**src/rtl/rand_gen_pkg.sv**
```systemverilog
// Shared types and constants for the bounded pseudo-random source.
package rand_gen_pkg;

  typedef enum logic [0:0] {
    IDLE,
    DRAW
  } rand_gen_state_e;

  // x^21 + x^19 + 1
  localparam logic [20:0] DEFAULT_TAPS_21 = 21'h140000;

endpackage

```
**src/rtl/lfsr_core.sv**
```systemverilog
// Fibonacci LFSR with runtime seeding and all-zero lockup recovery.
module lfsr_core #(
  parameter int unsigned      WIDTH = 21,
  parameter logic [WIDTH-1:0] TAPS  = 21'h140000,
  parameter logic [WIDTH-1:0] SEED  = '1
) (
  input  logic             clk,
  input  logic             reset,
  input  logic             step,
  input  logic             seed_load,
  input  logic [WIDTH-1:0] seed_in,
  output logic [WIDTH-1:0] state
);

  logic [WIDTH-1:0] state_q, state_d;

  always_comb begin
    state_d = state_q;
    if (seed_load) begin
      // A zero seed would lock the register, so substitute the reset seed.
      state_d = (seed_in == '0) ? SEED : seed_in;
    end else if (step) begin
      state_d = (state_q == '0) ? SEED : {state_q[WIDTH-2:0], ^(state_q & TAPS)};
    end
  end

  always_ff @(posedge clk) begin
    if (reset) begin
      state_q <= SEED;
    end else begin
      state_q <= state_d;
    end
  end

  assign state = state_q;

endmodule

```
**src/rtl/rand_range_gen.sv**
```systemverilog
// Request/valid wrapper returning LFSR values bounded to [MIN, MAX] by rejection sampling,
// clamping to the nearer bound after MAX_TRIES draw cycles.
module rand_range_gen
  import rand_gen_pkg::*;
#(
  parameter int unsigned      WIDTH     = 21,
  parameter logic [WIDTH-1:0] TAPS      = DEFAULT_TAPS_21,
  parameter logic [WIDTH-1:0] SEED      = '1,
  parameter int unsigned      OUT_W     = 7,
  parameter int unsigned      MIN       = 10,
  parameter int unsigned      MAX       = 90,
  parameter int unsigned      MAX_TRIES = 8
) (
  input  logic             clk,
  input  logic             reset,
  input  logic             en,
  input  logic             seed_load,
  input  logic [WIDTH-1:0] seed_in,
  input  logic             req,
  output logic             ready,
  output logic             out_valid,
  output logic [OUT_W-1:0] out
);

  localparam int unsigned       TriesW  = $clog2(MAX_TRIES + 1);
  localparam logic [OUT_W-1:0]  MinVal  = OUT_W'(MIN);
  localparam logic [OUT_W-1:0]  MaxVal  = OUT_W'(MAX);
  localparam logic [TriesW-1:0] LastTry = TriesW'(MAX_TRIES - 1);

  rand_gen_state_e   fsm_q;
  logic [TriesW-1:0] tries_q;
  logic              out_valid_q;
  logic [OUT_W-1:0]  out_q;

  logic [WIDTH-1:0]  state;
  logic [OUT_W-1:0]  cand;
  logic              in_range;
  logic              last_try;
  logic              step;
  logic              unused_state;

  // The LFSR advances on every DRAW cycle regardless of en.
  assign step = (fsm_q == IDLE) ? (en | req) : 1'b1;

  lfsr_core #(
    .WIDTH (WIDTH),
    .TAPS  (TAPS),
    .SEED  (SEED)
  ) u_lfsr (
    .clk       (clk),
    .reset     (reset),
    .step      (step),
    .seed_load (seed_load),
    .seed_in   (seed_in),
    .state     (state)
  );

  assign cand         = state[OUT_W-1:0];
  assign unused_state = ^state;
  assign in_range     = (cand >= MinVal) && (cand <= MaxVal);
  assign last_try     = (tries_q == LastTry);

  always_ff @(posedge clk) begin
    if (reset) begin
      fsm_q       <= IDLE;
      tries_q     <= '0;
      out_valid_q <= 1'b0;
      out_q       <= '0;
    end else begin
      out_valid_q <= 1'b0;
      unique case (fsm_q)
        IDLE: begin
          if (req) begin
            fsm_q   <= DRAW;
            tries_q <= '0;
          end
        end
        DRAW: begin
          if (in_range) begin
            out_q       <= cand;
            out_valid_q <= 1'b1;
            fsm_q       <= IDLE;
          end else if (last_try) begin
            out_q       <= (cand < MinVal) ? MinVal : MaxVal;
            out_valid_q <= 1'b1;
            fsm_q       <= IDLE;
          end else begin
            tries_q <= tries_q + 1'b1;
          end
        end
        default: fsm_q <= IDLE;
      endcase
    end
  end

  assign ready     = (fsm_q == IDLE);
  assign out_valid = out_valid_q;
  assign out       = out_q;

endmodule
```
**config.mk**
```make
export PLATFORM = sky130hd
export DESIGN_NAME = rand_range_gen
export DESIGN_NICKNAME = d
export VERILOG_FILES = /design/src/rtl/rand_gen_pkg.sv /design/src/rtl/lfsr_core.sv /design/src/rtl/rand_range_gen.sv
export SDC_FILE = /design/constraint.sdc
export NUM_CORES = 1
export LEC_CHECK = 0
export ABC_AREA = 1
export BUFFER_PORTS_ARGS = -buffer_cell sky130_fd_sc_hd__buf_2
export CELL_PAD_IN_SITES_DETAIL_PLACEMENT = 0
export CELL_PAD_IN_SITES_GLOBAL_PLACEMENT = 1
export CORE_MARGIN = 8
export CORE_UTILIZATION = 41
export DETAILED_ROUTE_END_ITERATION = 7
export PLACE_DENSITY = 0.92
export RECOVER_POWER = 50
export SYNTH_ARGS = -nofsm -noshare
export SYNTH_HDL_FRONTEND = slang
export SYNTH_SLANG_ARGS = --single-unit
```
**constraint.sdc**
```tcl
create_clock -name clk -period 2.9 [get_ports clk]
set_clock_uncertainty 0.15 [all_clocks]
set_input_delay 0.145 -clock clk [delete_from_list [all_inputs] [get_ports clk]]
set_output_delay 0.145 -clock clk [all_outputs]
set_load 0.05 [all_outputs]
```
==> results of run 1 <==
[worst max-delay path, delay by kind of cell (launching register included)]
kind,cells,cell delay [ns]
simple gates,8,1.03
flops,1,0.33
buf+inv,2,0.33
[through the flow]
| step | worst slack, ns | std cells |
|---|---|---|
| 2_1_floorplan | 1.581 | 277 |
| 3_3_place_gp | 1.113 | 351 |
| 3_5_place_dp | 1.075 | 351 |
| 4_1_cts | 1.061 | 378 |
| 5_1_grt | 0.7545 | 378 |
| 6_report | 0.9587 | 378 |
[cells by family (layout without fill, tap and decap cells)]
| kind of cell | Yosys count | after routing |
|---|---|---|
| compound gates | 72 | 72 |
| xor+xnor | 2 | 2 |
| fa+ha+maj | 1 | 1 |
| buf+inv | 46 | 95 |
| flops | 34 | 34 |
| simple gates | 122 | 122 |
[routing by layer]
layer | vias up | wire, um
li1 | 992 | -
met1 | 860 | 2265
met4 | 0 | 77
met3 | 6 | 212
met2 | 38 | 2029
met5 | - | 0
[repair_timing]
item	4_1_cts	5_1_grt
endpoints found under the hold margin	19	0
hold buffers	19	0
setup buffers	0	0
[area by class of cell]
type	instances	share of cell area, %
clock buffer	6	3.612
clock inverter	2	2.627
inverter	33	5.473
multi-input combinational	197	40.12
sequential	34	29.78
tap	52	2.846
timing repair buffer	54	15.54
[registers in the layout, indices dropped and copies added, names as in the netlist]
| name | flops |
|---|---|
| tries_q | 4 |
| out | 7 |
| u_lfsr.state | 21 |
| fsm_q | 1 |
| out_valid | 1 |
[power by group]
group	leakage (nW)	total, mW	switching [mW]	internal [mW]
sequential	0.281	0.520	0.0183	0.502
combinational	0.756	0.218	0.140	0.0778
clock	0.0714	0.544	0.177	0.367
[final timing paths]
path                     endpoint       startpoint  cells after the start
hold / removal    u_lfsr.state[6]       seed_in[6]                      3
hold reg to reg            out[0]           out[0]                      2
setup / recovery           out[6]  u_lfsr.state[0]                     10
setup reg to reg           out[6]  u_lfsr.state[0]                     10
[cell usage in the layout, fill, tap and decap left out, types with 2 or more instances in the layout]
cell type                       instances
sky130_fd_sc_hd__a21oi_1               25
sky130_fd_sc_hd__a21oi_2                2
sky130_fd_sc_hd__buf_2                 24
sky130_fd_sc_hd__bufinv_16              2
sky130_fd_sc_hd__clkbuf_1              10
sky130_fd_sc_hd__clkbuf_8               6
sky130_fd_sc_hd__dfxtp_1               34
sky130_fd_sc_hd__dlygate4sd3_1         19
sky130_fd_sc_hd__inv_1                 31
sky130_fd_sc_hd__nand2_1               65
sky130_fd_sc_hd__nand3_1               14
sky130_fd_sc_hd__nand4_1               10
sky130_fd_sc_hd__nor2_1                29
sky130_fd_sc_hd__o21ai_0               43
sky130_fd_sc_hd__o21ai_1                2
sky130_fd_sc_hd__xor2_1                 2
==> results.py, run 1 <==
metrics = {
    "run_status": {
        "run_status": "complete, no violations",
    },
    "global_route": {
        "grt_start_max_net_pins": 27,
        "antenna_found_initial": 0,
        "gr-total-overflow": 0,
        "via_count_of_the_first_global_routing_pass": 1834,
        "grt_use_total_pct": 14.44,
        "globalRouteMet2Util_pct": 23.93,
        "grt_util_met1_pct": 17.09,
        "grt-busiest-layer": "met2",
        "grt_first_pass_wirelength_mm": 7.817,
        "use_met3_pct": 3.788,
    },
    "setup_path": {
        "worst_path_largest_cell_delay_ns": 0.33,
        "path_common_cell": "sky130_fd_sc_hd__nand2_1",
        "timing.critical_path.slowest_stage_cell": "sky130_fd_sc_hd__dfxtp_1",
        "end_kind": "register",
        "worstSetupStartpointType": "register",
        "worst-r2r-setup-slack_ns": 0.96,
        "crit_path_max_fanout": 6,
        "crit_chain": "inv_1, nand2_1, nor2_1, nand2_1, nand2_1, nand3_1, nand2_1, clkinvlp_2, nor2_1, nor2_1",
        "arrival_ns": 1.98,
        "critPathRequiredTime_ns": 2.93,
        "path_class": "register to register",
    },
    "placement": {
        "post_dp_cell_area_sq_um": 1994,
        "hpwl_mm": 3.250,
        "numPortBuffers": 34,
        "gp_routability_congestion": 0.7709,
    },
    "run": {
        "cap_viol_max_count": 0,
    },
    "yosys": {
        "yosys.area.top_type_share_pct": 37.34,
        "synth.cells.most_frequent": "63 x sky130_fd_sc_hd__nand2_1, 43 x sky130_fd_sc_hd__o21ai_0, 34 x sky130_fd_sc_hd__dfxtp_1",
        "yosysSeqAreaShare_pct": 37.34,
        "syn_nets": 304,
        "synth_top_family_by_area": "simple AND/OR/NAND/NOR gates",
        "netlist_instances": 277,
        "synth_warnings": 0,
        "synth-simple-area-share_pct": 29.99,
        "post_synth_fa_ha_maj_area_fraction_pct": 0.6863,
        "post_synthesis_average_cell_area_sq_um": 6.581,
        "yosysMostFrequentCell": "sky130_fd_sc_hd__nand2_1",
        "synthXorXnorAreaFrac_pct": 0.9609,
        "yosys_most_used_dff": "sky130_fd_sc_hd__dfxtp_1",
        "synth_area_sq_um": 1823,
        "asyncSetResetFlopFracSynth_pct": 0,
        "synth_seq_cells": 34,
        "synth_compound_gate_area_share_pct": 20.18,
        "post_synth_edffs": 0,
        "post_synth_num_cell_types": 25,
        "synth.area.top_cells": "sky130_fd_sc_hd__dfxtp_1 37%, sky130_fd_sc_hd__nand2_1 13%, sky130_fd_sc_hd__o21ai_0 12%",
        "yosysTopAreaCell": "sky130_fd_sc_hd__dfxtp_1",
        "yosys-mux-area-fraction_pct": 0,
    },
    "floorplanning": {
        "core_region_area_sq_um": 4324,
        "floorplan.die_area_sq_um": 6836,
        "chipHeight_um": 82.68,
        "std_cell_rows": 24,
        "ioPinCount": 35,
        "die_width_um": 82.68,
        "start_util_pct": 42.16,
    },
    "power_and_ir_drop": {
        "powerDensity_nw_per_um2": 560.6,
        "finalPower_mw": 1.281,
        "peak_vdd_ir_mv": 0.2663,
        "static-leakage-power_nw": 1.108,
    },
    "final_layout": {
        "antennaDiodeCount": 0,
        "final_core_utilization_pct": 52.86,
        "final_layout_size_suffix_gt1_share_pct": 12.27,
        "n_fill_cell": 460,
        "flip_flop_and_latch_area_sq_um": 680.7,
        "finalNetCount": 352,
        "multi_input_area_sq_um": 917.1,
        "final_cell_area_excluding_filler_cells_sq_um": 2286,
        "area_growth_pct": 25.39,
    },
    "drt": {
        "drt_pre_antenna_iters": 4,
        "drt-vias-per-instance": 5.016,
        "remaining_antenna_violation_count": 0,
        "detail_route.wl_per_cell_um": 12.13,
        "drc_errors": 0,
        "wl_mm": 4.585,
        "dr.first_iter.drc_count": 119,
        "via_count": 1896,
    },
    "clock_network": {
        "post_cts_resize_count": 0,
        "cts-htree-levels": 2,
        "cts.reportedPaths.clkPinSlew_ns": 0.07,
        "tritoncts_clock_tree": "yes",
        "worst_skew_pair.late_latency_ns": 0.29,
        "clock_sink_count": 34,
        "cts.root.buffer_cell": "sky130_fd_sc_hd__clkbuf_8",
        "clk_path_buf_depth": 2,
        "cts_buffers": 5,
    },
    "timing": {
        "max_slew_margin_pct": 50.54,
        "timing.final.crit_share_pct": 66.94,
        "setup-tns-final_ns": 0,
        "unrepaired_setup_endpoints_after_global_routing": "no",
        "setup_violations": 0,
        "worst_hold_slack_ns": 0.01363,
        "timing_max_transition_violations_final": 0,
        "max_slew.worst_pin.slew_ns": 0.7399,
        "timing_hold_violations_final": 0,
        "clock.fmax_mhz": 515.1,
        "min_period_ns": 1.941,
    },
    "min_path": {
        "holdCritPathClass": "primary input to register",
    },
}
Note: power is estimated with default switching activity, not from simulation.
==> run 2, diff against run 1 <==
Settings changed: CORE_UTILIZATION 41 to 38, PLACE_DENSITY 0.92 to 0.86.
Clock period 2.9 ns to 1.9 ns, I/O delays scaled along.
==> run 2 against run 1 <==
  * Fmax up 14%
  * Flip-flop and latch count unchanged
  * Critical path depth down 2
  * Critical endpoint is now u_lfsr.state[1]
  * Via count down 0.63%
  * Wire length up 2.1%
  * Global-route usage down 1.2 points
  * Register-to-register slack worse by 0.76 ns
  * Sequential share of layout area down 0.27 points
==> results.py, run 2 (same netlist as run 1, synthesis figures left out) <==
metrics = {
    "run_status": {
        "run_status": "complete, no violations",
    },
    "drt": {
        "drt-vias-per-instance": 4.843,
        "via_count": 1884,
        "detail_route.wl_per_cell_um": 12.03,
        "drt_pre_antenna_iters": 4,
        "wl_mm": 4.679,
        "drc_errors": 0,
        "remaining_antenna_violation_count": 0,
        "dr.first_iter.drc_count": 145,
    },
    "setup_path": {
        "end_kind": "register",
        "crit_chain": "inv_1, nand4_1, nor2_1, nand3_1, buf_4, nand2_1, a21oi_1, nand2_1",
        "path_class": "register to register",
        "arrival_ns": 1.72,
        "worstSetupStartpointType": "register",
        "path_common_cell": "sky130_fd_sc_hd__nand2_1",
        "timing.critical_path.slowest_stage_cell": "sky130_fd_sc_hd__dfxtp_1",
        "critPathRequiredTime_ns": 1.92,
        "worst_path_largest_cell_delay_ns": 0.39,
        "critPathBufInv": 2,
        "crit_path_max_fanout": 11,
        "cp_top_family": "simple AND/OR/NAND/NOR gates",
    },
    "power_and_ir_drop": {
        "power.share.sequential_pct": 48.3,
        "relative_contribution_of_the_clock_network_to_total_power_pct": 30.4,
        "power_report.internal_total_mw": 1.150,
        "peak_vdd_ir_mv": 0.3127,
        "netSwitchingFraction_pct": 29.86,
        "combinationalPowerShare_pct": 21.3,
        "switching_power_mw": 0.4896,
        "powerDensity_nw_per_um2": 710.7,
        "static-leakage-power_nw": 1.113,
    },
    "floorplanning": {
        "ioPinCount": 35,
        "core_region_area_sq_um": 4661,
        "chipHeight_um": 85.27,
        "std_cell_rows": 25,
        "floorplan.die_area_sq_um": 7270,
        "start_util_pct": 39.11,
        "die_width_um": 85.27,
    },
    "placement": {
        "gp_routability_congestion": 0.8052,
        "hpwl_mm": 3.327,
        "numPortBuffers": 34,
    },
    "timing": {
        "unrepaired_setup_endpoints_after_global_routing": "no",
        "timing.final.crit_share_pct": 89.38,
        "timing_hold_violations_final": 0,
        "max_slew.worst_pin.slew_ns": 0.6163,
        "setup_violations": 0,
        "max_slew_margin_pct": 59.09,
        "setup-tns-final_ns": 0,
        "clock.fmax_mhz": 588.8,
        "timing_max_transition_violations_final": 0,
        "min_period_ns": 1.698,
    },
    "final_layout": {
        "final_layout_size_suffix_gt1_share_pct": 13.73,
        "layout.cells.most_common": "sky130_fd_sc_hd__nand2_1",
        "finalNetCount": 362,
        "final_core_utilization_pct": 49.50,
        "area_growth_pct": 26.56,
        "final_cell_mix": "65 x sky130_fd_sc_hd__nand2_1, 42 x sky130_fd_sc_hd__o21ai_0, 34 x sky130_fd_sc_hd__dfxtp_1",
        "largest_register_ffs": 21,
        "n_fill_cell": 470,
        "flip_flop_and_latch_area_sq_um": 680.7,
        "antennaDiodeCount": 0,
        "multi_input_area_sq_um": 913.4,
    },
    "min_path": {
        "holdCritPathClass": "primary input to register",
    },
    "clock_network": {
        "tritoncts_clock_tree": "yes",
        "cts.root.buffer_cell": "sky130_fd_sc_hd__clkbuf_8",
        "cts-htree-levels": 2,
        "cts_buffers": 5,
        "worst_skew_pair.late_latency_ns": 0.28,
        "clock_sink_count": 34,
        "clk_path_buf_depth": 2,
        "cts.reportedPaths.clkPinSlew_ns": 0.07,
    },
    "global_route": {
        "grt_first_pass_wirelength_mm": 7.941,
        "grt_use_total_pct": 13.24,
        "gr-total-overflow": 0,
        "via_count_of_the_first_global_routing_pass": 1770,
        "antenna_found_initial": 0,
        "grt_start_max_net_pins": 24,
    },
    "run": {
        "cap_viol_max_count": 0,
    },
}
## run 2: changes by cell type in the layout (fill, tap and decap cells not counted), moves of 2 or more
cell,delta
sky130_fd_sc_hd__buf_4,+7
sky130_fd_sc_hd__bufinv_16,-2
sky130_fd_sc_hd__dlygate4sd3_1,+3
sky130_fd_sc_hd__inv_1,-2
## run 2: worst paths after layout
kind,cells after the start,slack (ns),start,to
max reg2reg,8,0.20,u_lfsr.state[3],u_lfsr.state[1]
max,8,0.20,u_lfsr.state[3],u_lfsr.state[1]
min reg2reg,2,0.32,out[0],out[0]
min,4,0.01,en,u_lfsr.state[14]
## run 2: timing repair
action / 4_1_cts / 5_1_grt
hold buffers: 22 / 0
resized for setup: 0 / 2
setup buffers: 0 / 0
setup endpoints to repair: 0 / 20
endpoints found under the hold margin: 29 / 0
## run 2: worst register-to-register path, stage by stage, from the launching register on
cell and delay [ns]:
sky130_fd_sc_hd__dfxtp_1 0.39, sky130_fd_sc_hd__inv_1 0.09, sky130_fd_sc_hd__nand4_1 0.10, sky130_fd_sc_hd__nor2_1 0.05
sky130_fd_sc_hd__nand3_1 0.32, sky130_fd_sc_hd__buf_4 0.24, sky130_fd_sc_hd__nand2_1 0.07, sky130_fd_sc_hd__a21oi_1 0.12
sky130_fd_sc_hd__nand2_1 0.07
## run 2: area by class of cell
cell class / count / share of cell area, %
repair buffers: 64 / 19.03
flip-flops and latches: 34 / 29.50
multi-input cells: 197 / 39.59
clock buffers: 7 / 3.308
inverters: 33 / 5.640
well taps: 54 / 2.928
## run 2: power groups by stage
stage               clock network [mW]  registers, mW  logic [mW]
global placement                     0          0.807       0.326
CTS                              0.511          0.791       0.362
floorplan                            0          0.843       0.195
finish                           0.498          0.792       0.350
global route                     0.549          0.797       0.393
detailed placement                   0          0.807       0.327
## run 2: metrics by stage
| stage | setup WS, ns | std cells | hold WS, ns | total power [mW] | cell area (sq um) |
|---|---|---|---|---|---|
| floorplan | 0.5810 | 277 | 0.08943 | 1.038 | 1823 |
| global placement | 0.2447 | 360 | 0.1922 | 1.133 | 2049 |
| detailed placement | 0.2198 | 360 | 0.1967 | 1.134 | 2049 |
| CTS | 0.06942 | 389 | 0.006855 | 1.665 | 2346 |
| global route | 0.01133 | 389 | 0.02065 | 1.739 | 2307 |
| finish | 0.2017 | 389 | 0.009739 | 1.640 | 2307 |
## run 2: per-layer routing
layer  up-vias  track usage, %  routed length, um
met5         -               0                  0
met3         5           3.571                193
met1       823           16.75               2349
met4         0           4.777                 56
met2        39           20.95               2080
li1       1017               -                  -
==> run 3, diff against run 2 <==
Settings changed: CTS_BUF_LIST set to sky130_fd_sc_hd__clkbuf_8 sky130_fd_sc_hd__clkbuf_16.
==> run 3 against run 2 <==
  * Hold slack got worse by 0.00090 ns
  * Via count increased by 0.80%
  * First-iteration DRC count increased by 2.1%
  * Die area unchanged
  * Critical endpoint unchanged
==> results.py, run 3 (same netlist as run 1, synthesis figures left out) <==
metrics = {
    "floorplanning": {
        "floorplan.die_area_sq_um": 7270,
        "chipHeight_um": 85.27,
        "core_region_area_sq_um": 4661,
        "start_util_pct": 39.11,
        "ioPinCount": 35,
        "std_cell_rows": 25,
        "die_width_um": 85.27,
    },
    "timing": {
        "max_slew_margin_pct": 59.09,
        "setup-tns-final_ns": 0,
        "timing.final.crit_share_pct": 89.31,
        "worst_hold_slack_ns": 0.008838,
        "max_slew.worst_pin.slew_ns": 0.6163,
        "unrepaired_setup_endpoints_after_global_routing": "no",
        "timing_max_transition_violations_final": 0,
        "clock.fmax_mhz": 589.3,
        "min_period_ns": 1.697,
        "timing_hold_violations_final": 0,
        "layout_setup_ws_ns": 0.2031,
        "setup_violations": 0,
    },
    "drt": {
        "detail_route.wl_per_cell_um": 12.01,
        "wl_mm": 4.673,
        "dr.first_iter.drc_count": 148,
        "remaining_antenna_violation_count": 0,
        "drt_pre_antenna_iters": 4,
        "drc_errors": 0,
        "via_count": 1899,
        "drt-vias-per-instance": 4.882,
    },
    "final_layout": {
        "final_layout_size_suffix_gt1_share_pct": 13.73,
        "final_cell_mix": "65 x sky130_fd_sc_hd__nand2_1, 42 x sky130_fd_sc_hd__o21ai_0, 34 x sky130_fd_sc_hd__dfxtp_1",
        "multi_input_area_sq_um": 913.4,
        "n_fill_cell": 470,
        "layout.cells.most_common": "sky130_fd_sc_hd__nand2_1",
        "final_cell_area_excluding_filler_cells_sq_um": 2307,
        "layoutNonFillerInstCount": 389,
        "final_core_utilization_pct": 49.50,
        "largest_register_ffs": 21,
        "antennaDiodeCount": 0,
        "area_growth_pct": 26.56,
        "flip_flop_and_latch_area_sq_um": 680.7,
        "finalNetCount": 362,
    },
    "power_and_ir_drop": {
        "peak_vdd_ir_mv": 0.3125,
        "finalPower_mw": 1.629,
        "static-leakage-power_nw": 1.121,
        "powerDensity_nw_per_um2": 706.0,
    },
    "setup_path": {
        "end_kind": "register",
        "crit_path_max_fanout": 11,
        "critPathRequiredTime_ns": 1.92,
        "path_class": "register to register",
        "worstSetupStartpointType": "register",
        "arrival_ns": 1.72,
    },
    "global_route": {
        "via_count_of_the_first_global_routing_pass": 1770,
        "gr-total-overflow": 0,
        "grt_use_total_pct": 13.24,
        "antenna_found_initial": 0,
        "grt_first_pass_wirelength_mm": 7.941,
        "grt_start_max_net_pins": 24,
    },
    "placement": {
        "pre_cts_slack_ns": 0.2198,
        "hpwl_mm": 3.327,
        "gp_routability_congestion": 0.8052,
        "placed_cells": 360,
        "numPortBuffers": 34,
        "post_dp_cell_area_sq_um": 2049,
    },
    "clock_network": {
        "cts-htree-levels": 2,
        "cts.reportedPaths.clkPinSlew_ns": 0.07,
        "cts_buffers": 5,
        "clk_path_buf_depth": 2,
        "cts.root.buffer_cell": "sky130_fd_sc_hd__clkbuf_8",
        "tritoncts_clock_tree": "yes",
        "clock_sink_count": 34,
        "worst_skew_pair.late_latency_ns": 0.28,
    },
    "run": {
        "cap_viol_max_count": 0,
    },
    "run_status": {
        "run_status": "complete, no violations",
    },
    "min_path": {
        "holdCritPathClass": "primary input to register",
    },
}
[run 3: area by class of cell]
class,count,share of cell area (%)
multi-input combinational,197,39.59
sequential,34,29.50
timing repair buffer,64,19.03
inverter,33,5.640
clock buffer,5,2.983
tap,54,2.928
clock inverter,2,0.3254
[run 3: metal layers]
layer,part of all wire [%],vias to the layer above,GRT usage (%),routed length (um)
met5,0,-,0,0
met4,1.2,0,4.777,56
met3,4.4,5,3.571,204
met2,45,43,20.95,2122
met1,49,834,16.75,2290
li1,-,1017,-,-
[run 3: worst paths after layout]
path,start,to,slack (ns),cells past startpoint
worst max-delay path,u_lfsr.state[3],u_lfsr.state[1],0.20,8
worst min-delay path,en,u_lfsr.state[14],0.009,4
worst max register to register,u_lfsr.state[3],u_lfsr.state[1],0.20,8
worst min register to register,out[0],out[0],0.31,2
[run 3: timing repair]
action / in CTS / in global routing
buffers inserted: 0 / 0
endpoints found under the setup margin: 0 / 20
gates resized for setup: 0 / 2
hold buffers: 22 / 0
endpoints found under the hold margin: 29 / 0
[run 3: critical path, cell delays in order, from the launching register on]
cell                      delay [ns]
sky130_fd_sc_hd__dfxtp_1        0.39
sky130_fd_sc_hd__inv_1          0.09
sky130_fd_sc_hd__nand4_1        0.10
sky130_fd_sc_hd__nor2_1         0.05
sky130_fd_sc_hd__nand3_1        0.32
sky130_fd_sc_hd__buf_4          0.24
sky130_fd_sc_hd__nand2_1        0.07
sky130_fd_sc_hd__a21oi_1        0.12
sky130_fd_sc_hd__nand2_1        0.07
[run 3: power breakdown]
part | internal (mW) | switching, mW
clock | 0.241 | 0.247
sequential | 0.766 | 0.0254
combinational | 0.132 | 0.218
total | 1.14 | 0.490
